<file path="src/rtl/hsi_m_sdreq_sched_pkg.sv">
// -----------------------------------------------------------------------------
// hsi_m_sdreq_sched_pkg
// Shared definitions for the HSI master SR/DPR polling scheduler:
//   - state and command encodings
//   - default poll period (100 us) and reply timeout (20 us) derived from the
//     system clock frequency
//   - timer width helper: clog2(max(POLL_PERIOD, REPLY_TIMEOUT))
// -----------------------------------------------------------------------------
package hsi_m_sdreq_sched_pkg;

  localparam int unsigned CLK_FREQ_HZ       = 100_000_000;
  localparam int unsigned DEF_POLL_PERIOD   = CLK_FREQ_HZ / 10_000;  // 100 us
  localparam int unsigned DEF_REPLY_TIMEOUT = CLK_FREQ_HZ / 50_000;  // 20 us

  typedef enum logic [2:0] {
    ST_IDLE   = 3'd0,
    ST_PERIOD = 3'd1,
    ST_REQ    = 3'd2,
    ST_SENT   = 3'd3,
    ST_REPLY  = 3'd4,
    ST_FAIL   = 3'd5
  } state_e;

  typedef enum logic {
    CMD_SR  = 1'b0,
    CMD_DPR = 1'b1
  } cmd_e;

  // The timer only ever needs to reach max(...)-1, so clog2 of the max fits.
  function automatic int unsigned timer_width(input int unsigned a,
                                              input int unsigned b);
    int unsigned m;
    m = (a > b) ? a : b;
    return (m > 2) ? $clog2(m) : 1;
  endfunction

endpackage

</file>
<file path="src/rtl/hsi_m_sdreq_sched_tick.sv">
// -----------------------------------------------------------------------------
// hsi_tick_timer
// Up-counter with synchronous clear and a terminal-count compare. Shared by the
// scheduler's PERIOD and REPLY phases; the owner selects the terminal value.
// Ports:
//   clk, rst    clock, asynchronous active-high reset
//   clr_i       synchronous clear (takes priority over counting)
//   en_i        count enable
//   tc_i        terminal count value
//   count_o     current count
//   tc_o        count_o == tc_i (decoded from the count register)
// -----------------------------------------------------------------------------
module hsi_tick_timer #(
  parameter int unsigned W = 4
) (
  input  logic         clk,
  input  logic         rst,
  input  logic         clr_i,
  input  logic         en_i,
  input  logic [W-1:0] tc_i,
  output logic [W-1:0] count_o,
  output logic         tc_o
);

  logic [W-1:0] count_q, count_d;

  assign tc_o    = (count_q == tc_i);
  assign count_o = count_q;

  always_comb begin
    // NOTE: every variable gets a default first so no path leaves it unassigned
    // and no latch is inferred.
    count_d = count_q;
    if (clr_i)              count_d = '0;
    else if (en_i && !tc_o) count_d = count_q + 1'b1;  // hold at terminal
  end

  always_ff @(posedge clk or posedge rst) begin
    // NOTE: non-blocking assignments for state so every register samples
    // values from before the edge, independent of statement order.
    if (rst) count_q <= '0;
    else     count_q <= count_d;
  end

endmodule

</file>
<file path="src/rtl/hsi_m_sdreq_sched.sv">
// -----------------------------------------------------------------------------
// hsi_m_sdreq_sched
// Polling scheduler for HSI master service-request (SR) and data-port-read (DPR)
// traffic. Periodically requests an SR frame, waits for the reply, follows up
// with a DPR frame when the slave flags pending data, retries on reply error or
// timeout, and raises a sticky link failure once the retry budget is spent.
// Ports:
//   clk, rst            clock, asynchronous active-high reset
//   sched_en            polling enable (level)
//   sr_tx_rdy/sr_tx_ack   SR frame request / TX controller sending SR
//   dpr_tx_rdy/dpr_tx_ack DPR frame request / TX controller sending DPR
//   frame_to_reply_end  pulse: last CRC byte of the request frame sent
//   reply_ok/reply_err  pulses: valid reply / reply with bad CRC or format
//   dpr_pending         slave data-pending flag, qualified by reply_ok
//   busy                transaction in flight (REQ, SENT, REPLY)
//   timeout             1-cycle pulse, registered: high in the cycle after the
//                       reply timer expired (first cycle of the retry/fail)
//   link_fail           sticky failure flag, cleared by dropping sched_en
//   retry_cnt           retries already spent on the current command
// -----------------------------------------------------------------------------
module hsi_m_sdreq_sched
  import hsi_m_sdreq_sched_pkg::*;
#(
  parameter int unsigned POLL_PERIOD   = DEF_POLL_PERIOD,
  parameter int unsigned REPLY_TIMEOUT = DEF_REPLY_TIMEOUT,
  parameter int unsigned MAX_RETRIES   = 2
) (
  input  logic       clk,
  input  logic       rst,
  input  logic       sched_en,
  output logic       sr_tx_rdy,
  input  logic       sr_tx_ack,
  output logic       dpr_tx_rdy,
  input  logic       dpr_tx_ack,
  input  logic       frame_to_reply_end,
  input  logic       reply_ok,
  input  logic       reply_err,
  input  logic       dpr_pending,
  output logic       busy,
  output logic       timeout,
  output logic       link_fail,
  output logic [1:0] retry_cnt
);

  localparam int unsigned TW       = timer_width(POLL_PERIOD, REPLY_TIMEOUT);
  localparam logic [TW-1:0] POLL_TC  = TW'(POLL_PERIOD - 1);
  localparam logic [TW-1:0] REPLY_TC = TW'(REPLY_TIMEOUT - 1);
  localparam logic [1:0]    MAX_RC   = 2'(MAX_RETRIES);

  state_e     state_q, state_d;
  cmd_e       cmd_q, cmd_d;
  logic [1:0] retry_q, retry_d;
  logic       timeout_q, timeout_d;

  logic          tmr_tc;
  logic [TW-1:0] tmr_count;
  logic          ack_match;

  assign ack_match = (cmd_q == CMD_SR) ? sr_tx_ack : dpr_tx_ack;

  // Clearing on any state change guarantees a zero count on every entry into
  // PERIOD and REPLY, so the counter never has to wrap.
  hsi_tick_timer #(.W(TW)) u_timer (
    .clk     (clk),
    .rst     (rst),
    .clr_i   (state_d != state_q),
    .en_i    ((state_q == ST_PERIOD) || (state_q == ST_REPLY)),
    .tc_i    ((state_q == ST_REPLY) ? REPLY_TC : POLL_TC),
    .count_o (tmr_count),
    .tc_o    (tmr_tc)
  );

  always_comb begin
    state_d   = state_q;
    cmd_d     = cmd_q;
    retry_d   = retry_q;
    timeout_d = 1'b0;
    unique case (state_q)
      ST_IDLE:   if (sched_en) state_d = ST_PERIOD;
      ST_PERIOD: begin
        if (!sched_en) state_d = ST_IDLE;
        else if (tmr_tc) begin
          state_d = ST_REQ;
          cmd_d   = CMD_SR;
          retry_d = '0;
        end
      end
      // An ack seen together with a disable still commits the frame.
      ST_REQ: begin
        if (ack_match)      state_d = ST_SENT;
        else if (!sched_en) state_d = ST_IDLE;
      end
      ST_SENT:   if (frame_to_reply_end) state_d = ST_REPLY;
      // Once a frame is out, a disable only redirects PERIOD/REQ exits to IDLE.
      ST_REPLY: begin
        if (reply_ok) begin
          if ((cmd_q == CMD_SR) && dpr_pending) begin
            state_d = sched_en ? ST_REQ : ST_IDLE;
            cmd_d   = CMD_DPR;
            retry_d = '0;
          end else begin
            state_d = sched_en ? ST_PERIOD : ST_IDLE;
          end
        end else if (reply_err || tmr_tc) begin
          timeout_d = !reply_err;
          if (retry_q < MAX_RC) begin
            retry_d = retry_q + 1'b1;
            state_d = sched_en ? ST_REQ : ST_IDLE;
          end else begin
            state_d = ST_FAIL;
          end
        end
      end
      ST_FAIL:   if (!sched_en) state_d = ST_IDLE;
      default:   state_d = ST_IDLE;
    endcase
    if (state_d == ST_IDLE) retry_d = '0;
  end

  always_ff @(posedge clk or posedge rst) begin
    if (rst) begin
      state_q   <= ST_IDLE;
      cmd_q     <= CMD_SR;
      retry_q   <= '0;
      timeout_q <= 1'b0;
    end else begin
      state_q   <= state_d;
      cmd_q     <= cmd_d;
      retry_q   <= retry_d;
      timeout_q <= timeout_d;
    end
  end

  assign sr_tx_rdy  = (state_q == ST_REQ) && (cmd_q == CMD_SR);
  assign dpr_tx_rdy = (state_q == ST_REQ) && (cmd_q == CMD_DPR);
  assign busy       = (state_q == ST_REQ) || (state_q == ST_SENT) ||
                      (state_q == ST_REPLY);
  assign link_fail  = (state_q == ST_FAIL);
  assign timeout    = timeout_q;
  assign retry_cnt  = retry_q;

endmodule
</file>
<file path="config.mk">
export PLATFORM = sky130hd
export DESIGN_NAME = hsi_m_sdreq_sched
export DESIGN_NICKNAME = d
export VERILOG_FILES = /design/src/rtl/hsi_m_sdreq_sched_pkg.sv /design/src/rtl/hsi_m_sdreq_sched_tick.sv /design/src/rtl/hsi_m_sdreq_sched.sv
export SDC_FILE = /design/constraint.sdc
export NUM_CORES = 1
export LEC_CHECK = 0
export CORE_UTILIZATION = 56
export DETAILED_ROUTE_END_ITERATION = 6
export PLACE_DENSITY = 0.79
export SYNTH_ARGS = -nofsm -noshare
export SYNTH_HDL_FRONTEND = slang
export SYNTH_SLANG_ARGS = --single-unit
</file>
<file path="constraint.sdc">
create_clock -name clk -period 2.6 [get_ports clk]
set_clock_uncertainty 0.1 [all_clocks]
set_input_delay 0.26 -clock clk [delete_from_list [all_inputs] [get_ports clk]]
set_output_delay 0.26 -clock clk [all_outputs]
set_load 0.05 [all_outputs]
</file>
# == Word level (Yosys, flattened, before mapping) ==
# Cells that the tools add are included.
# totals
out_inout_bits,7
reg_bits,21
# classes
bitwise_logic,1
n_eq_ne,16
n_reduce_logical,17
add_sub_neg,2
magnitude_cmp,1
n_mux,33
# op_table
cell,n
14-bit 2-to-1 mux,3
3-bit 2-to-1 mux,9
2-bit 2-to-1 mux,9
3-bit case mux with 6 select lines,1
14-bit by 1-bit adder with 14-bit output (second input constant),1
14-bit equality test,1
4-bit by 2-bit != test with 1-bit output (second input constant),3
1-bit 2-to-1 mux,9
3-bit by 2-bit equality test with 1-bit output (second input constant),2
3-bit equality test (second input constant),2
3-bit logical NOT,2
2-bit != test (second input constant),3
3-bit by 2-bit != test with 1-bit output (second input constant),2
6-bit AND reduction,1
5-bit AND reduction,1
1-bit logical AND,4
1-bit logical OR,4
2-bit case mux with 2 select lines,1
2-bit nonzero test,2
3-bit by 1-bit equality test with 1-bit output (second input constant),1
3-bit != test,1
3-bit nonzero test,1
2-bit by 1-bit adder with 2-bit output (second input constant),1
1-bit logical NOT,2
4 further kinds,4

# == Longest topological paths before layout ==
# logic_depth
depth_word,10
ltp_mapped,9
mapped_depth_nobuf,7

# == Cells and area by module ==
# Synthesis repeated with hierarchy kept, for this count alone.
# hier_totals
hier_cells,180
hier_area_um2,1559.0
# modules_own_cells
module,n_inst,area_each_um2,seq_area_each_um2,cells_per_inst
hsi_tick_timer,1,962.2,350.3,103
hsi_m_sdreq_sched,1,596.8,175.2,77

# == Worst setup path after synthesis ==
# OpenSTA, ideal clock, no wires.
# synth_path
path_type,flip-flop to flip-flop
start,reg state_q[0]
end,reg u_timer.count_q[1] (netlist: u_timer.count_o[1])
synth_period_minus_slack_ns,2.346
path_stages_with_launch,9
arrival_time_ns,2.166
required_ns,2.420
setup_ns,0.080
n_path_buf,2
setup_slack_ns,0.254
cell_sequence,dfrtp_1 > buf_4 > nor3b_4 > mux2i_4 > o21bai_2 > a211o_2 > mux2_4 > buf_6 > nor3_4
# synth_via
elab_chain_len,9
# synth_rtl
element,line,text
from (decl),hsi_m_sdreq_sched.sv:50,"state_e state_q, state_d;"
from (signal assigned),hsi_m_sdreq_sched.sv:127,state_q <= state_d;
3-bit equality test,"hsi_m_sdreq_sched.sv:68, hsi_m_sdreq_sched.sv:78",
14-bit 2-to-1 mux,hsi_m_sdreq_sched.sv:68,".tc_i ((state_q == ST_REPLY) ? REPLY_TC : POLL_TC),"
14-bit equality test,hsi_m_sdreq_sched_tick.sv:27,assign tc_o = (count_q == tc_i);
1-bit logical OR,hsi_m_sdreq_sched.sv:104,end else if (reply_err || tmr_tc) begin
3-bit 2-to-1 mux,hsi_m_sdreq_sched.sv:104,
3-bit 2-to-1 mux,hsi_m_sdreq_sched.sv:96,if (reply_ok) begin
3-bit case mux with 6 select lines *,hsi_m_sdreq_sched.sv:78,unique case (state_q)
named net state_d[1],hsi_m_sdreq_sched.sv:50,
3-bit != test *,hsi_m_sdreq_sched.sv:66,".clr_i (state_d != state_q),"
14-bit 2-to-1 mux or 2-bit nonzero test (tied branches),-,
to (signal assigned),hsi_m_sdreq_sched_tick.sv:42,else count_q <= count_d;
to (decl),hsi_m_sdreq_sched_tick.sv:25,"logic [W-1:0] count_q, count_d;"
# Mark *: on every way through the listed nets, which the timed path passes. The rest lies on a longest branch.
# A chain may end at the register's enable or synchronous reset.

# == Final worst setup path ==
# layout_path
start,reg state_q[1]
end,out link_fail
# layout_via
elab_chain_len,1
# layout_rtl
element,line,text
3-bit equality test,hsi_m_sdreq_sched.sv:138,assign link_fail = (state_q == ST_FAIL);
to (decl),hsi_m_sdreq_sched.sv:41,"output logic link_fail,"
# No other way between the ends.

==> qor.yml <==
cts_root_buffer: "clkbuf_4"
yosysSeqAreaShare_pct: 34.0
crit_start: "state_q[1]"
worst_path_max_delay_cell: "clkdlybuf4s50_1"
io_pins: 16
rsz0062_at_grt: "no"
setup_violations: 0
finalCritPeriodShare_pct: 94.9
nNetsFinal: 194
required_ns: 2.24
grt_max_degree: 22
clk_latency_ns: 0.31
ys_seq_elements: 21
hold_viol_final: 0
start_util_pct: 60.7
grt_first_pass_wirelength_um: 5350
nFillCells: 226
ys.flop_type: "dfrtp_1"
async_flop_share_pct: 100
slew_viol_final: 0
wl_um: 3320
fp.coreArea_um2: 2540
use_met2_pct: 41.9
max-slew-margin-rel_pct: 47.5
cp_num_buf_inv: 2
r2r_start: "u_timer.count_o[0]"
crit_fanout: 10
viasPerCell: 6.08
ys_warn_count: 0
antenna_found_initial: 0
yosysUniqueCellTypes: 57
gp_congestion: 0.930
worst_slew_pin_slew_ns: 0.787
drc: 0
whs_ns: 0.286
use_met3_pct: 3.33
h-tree-depth: 1
area_growth_pct: 12.8
ir_drop_mv: 0.395
drt-pass1-iter-count: 4
clkSinkCount: 21
busiest_layer: "met2"
fin_setup_tns_ns: 0
reg2reg_to: "u_timer.count_o[5]"
critPathKind: "reg2out"
wl_per_cell_um: 15.6
grtUsageMet1_pct: 34.7
syn-cell-area_um2: 1550
seqCellArea_um2: 526
syn_nets: 176
numCtsBuffers: 3
drt-initial-drc-count: 19
p_leak_nw: 0.695
port_buffers: 15
cp.arrival_ns: 2.11
placed_cells_incl_taps: 209
crit_chain: "buf_4, and2b_1, and2_1, clkdlybuf4s50_1"
dieHeight_um: 54.5
reg2reg_depth: 7
via_count: 1296
fmax_mhz: 405
powerDensity_nw_per_um2: 399
cts_max_path_buffers: 2
grt_pass1_vias: 1179
critPathMaxStageDelay_ns: 0.79
dp_hpwl_um: 2530
multiInputGateArea_um2: 935
hold_path_class: "in2async"
gr-total-overflow: 0
synth_edf_count: 0
finalCriticalPeriod_ns: 2.47
rrSetupSlack_ns: 0.17
antenna_left: 0
drv_cap: 0
fin_cells: 213
holdBufCountCts: 0
clk_pin_slew_ns: 0.13
cp-start-kind: "flop"
drive_above_1_share_pct: 18.6
num_rows: 18
die_w_um: 54.5
cts_tree: "yes"
grt.total_usage_pct: 25.5
power.total_mw: 0.695
synth_cells: 166
status: "complete, no violations"
crit_path_end_kind: "primary output"
antenna_cells: 0
cpLargestDelayFamily: "buffers and inverters"
die_area_um2: 2970
avgSynthCellArea_um2: 9.31
[through the flow]
stage / instance area [um^2] / setup slack (ns) / utilization [%]
4_1_cts: 1740 / 0.0604 / 68.4
3_5_place_dp: 1720 / 0.144 / 67.4
6_report: 1740 / 0.132 / 68.5
3_3_place_gp: 1720 / 0.179 / 67.4
5_1_grt: 1740 / 0.0310 / 68.5
2_1_floorplan: 1550 / 0.254 / -
[kinds of logic after synthesis]
group	Yosys count	share of synthesized area, %
buf+inv	15	5.51
compound gates	25	12.8
simple gates	88	36.3
xor+xnor	12	6.80
fa+ha+maj	1	0.810
flops	21	34.0
mux	4	3.81
[flip-flops by register name (all words and copies together) (netlist names)]
register	count
cmd_q	1
retry_cnt	2
state_q	3
timeout	1
u_timer.count_o	14
[cells in the mapped netlist, types with 2 or more instances]
master	n	share of area, %
a21oi_1	5	1.6
and2_1	4	1.6
buf_2	2	0.65
buf_6	3	2.2
dfrtp_1	21	34
inv_1	8	1.9
nand2_1	17	4.1
nand2b_1	3	1.2
nand3_1	5	1.6
nand4bb_1	2	1.5
nor2_1	13	3.2
nor2b_1	2	0.81
nor3_1	9	2.9
nor3_2	10	6.5
nor3b_1	3	1.5
nor4_1	3	1.2
o21ai_0	3	0.97
or2_2	2	0.81
or4_1	3	1.5
xnor2_1	8	4.5
xor2_1	4	2.3
[what timing repair did]
action	CTS	global route
resized for setup	2	1
pin swaps	0	0
setup buffers	0	0
gates cloned	0	0
setup endpoints to repair	2	1
hold endpoints to repair	0	0
[metal layers]
metal | share of wire (%) | wire [um]
met3 | 3.3 | 110
met2 | 46 | 1540
met5 | 0 | 0
met4 | 1.3 | 44
met1 | 49 | 1620
[cell usage in the layout (no fill, tap or decap), types with 4 or more instances in the layout]
cell type and n:
nand3_1 5, xor2_1 4, nor3_1 9, inv_1 8, dfrtp_1 21, buf_4 5, nand2_1 17, nor2_1 13
xnor2_1 8, clkdlybuf4s50_1 12, nor3_2 10, and2_1 4, a21oi_1 5
[report_power, final]
group / switching, mW / internal, mW
logic: 0.0990 / 0.0710
registers: 0.0176 / 0.345
clock network: 0.105 / 0.0575
total: 0.221 / 0.474
[worst max-delay path by stage]
stage                    endpoint  slack, ns  depth (start not counted)
5_1_grt        u_timer.count_o[3]       0.03                          7
3_3_place_gp         retry_cnt[1]       0.18                          8
2_1_floorplan  u_timer.count_o[1]       0.25                          8
4_1_cts                      busy       0.06                          4
6_report                link_fail       0.13                          4
3_5_place_dp   u_timer.count_o[4]       0.14                          7
[layout make-up]
class | count | share of cell area [%]
Multi-Input combinational cell | 130 | 53.6
Sequential cell | 21 | 30.2
Clock inverter | 1 | 0.287
Tap cell | 30 | 2.15
Timing Repair Buffer | 20 | 10.8
Inverter | 8 | 1.72
Clock buffer | 3 | 1.29
[worst register-to-register path: stages (launching register included)]
cell and delay [ns]:
dfrtp_1 0.41, ha_1 0.22, nand3_1 0.19, or4_1 0.55, nor2_1 0.10, a211o_2 0.14, mux2_4 0.41, nor3_1 0.24
Power figures use the tool's default switching activity.
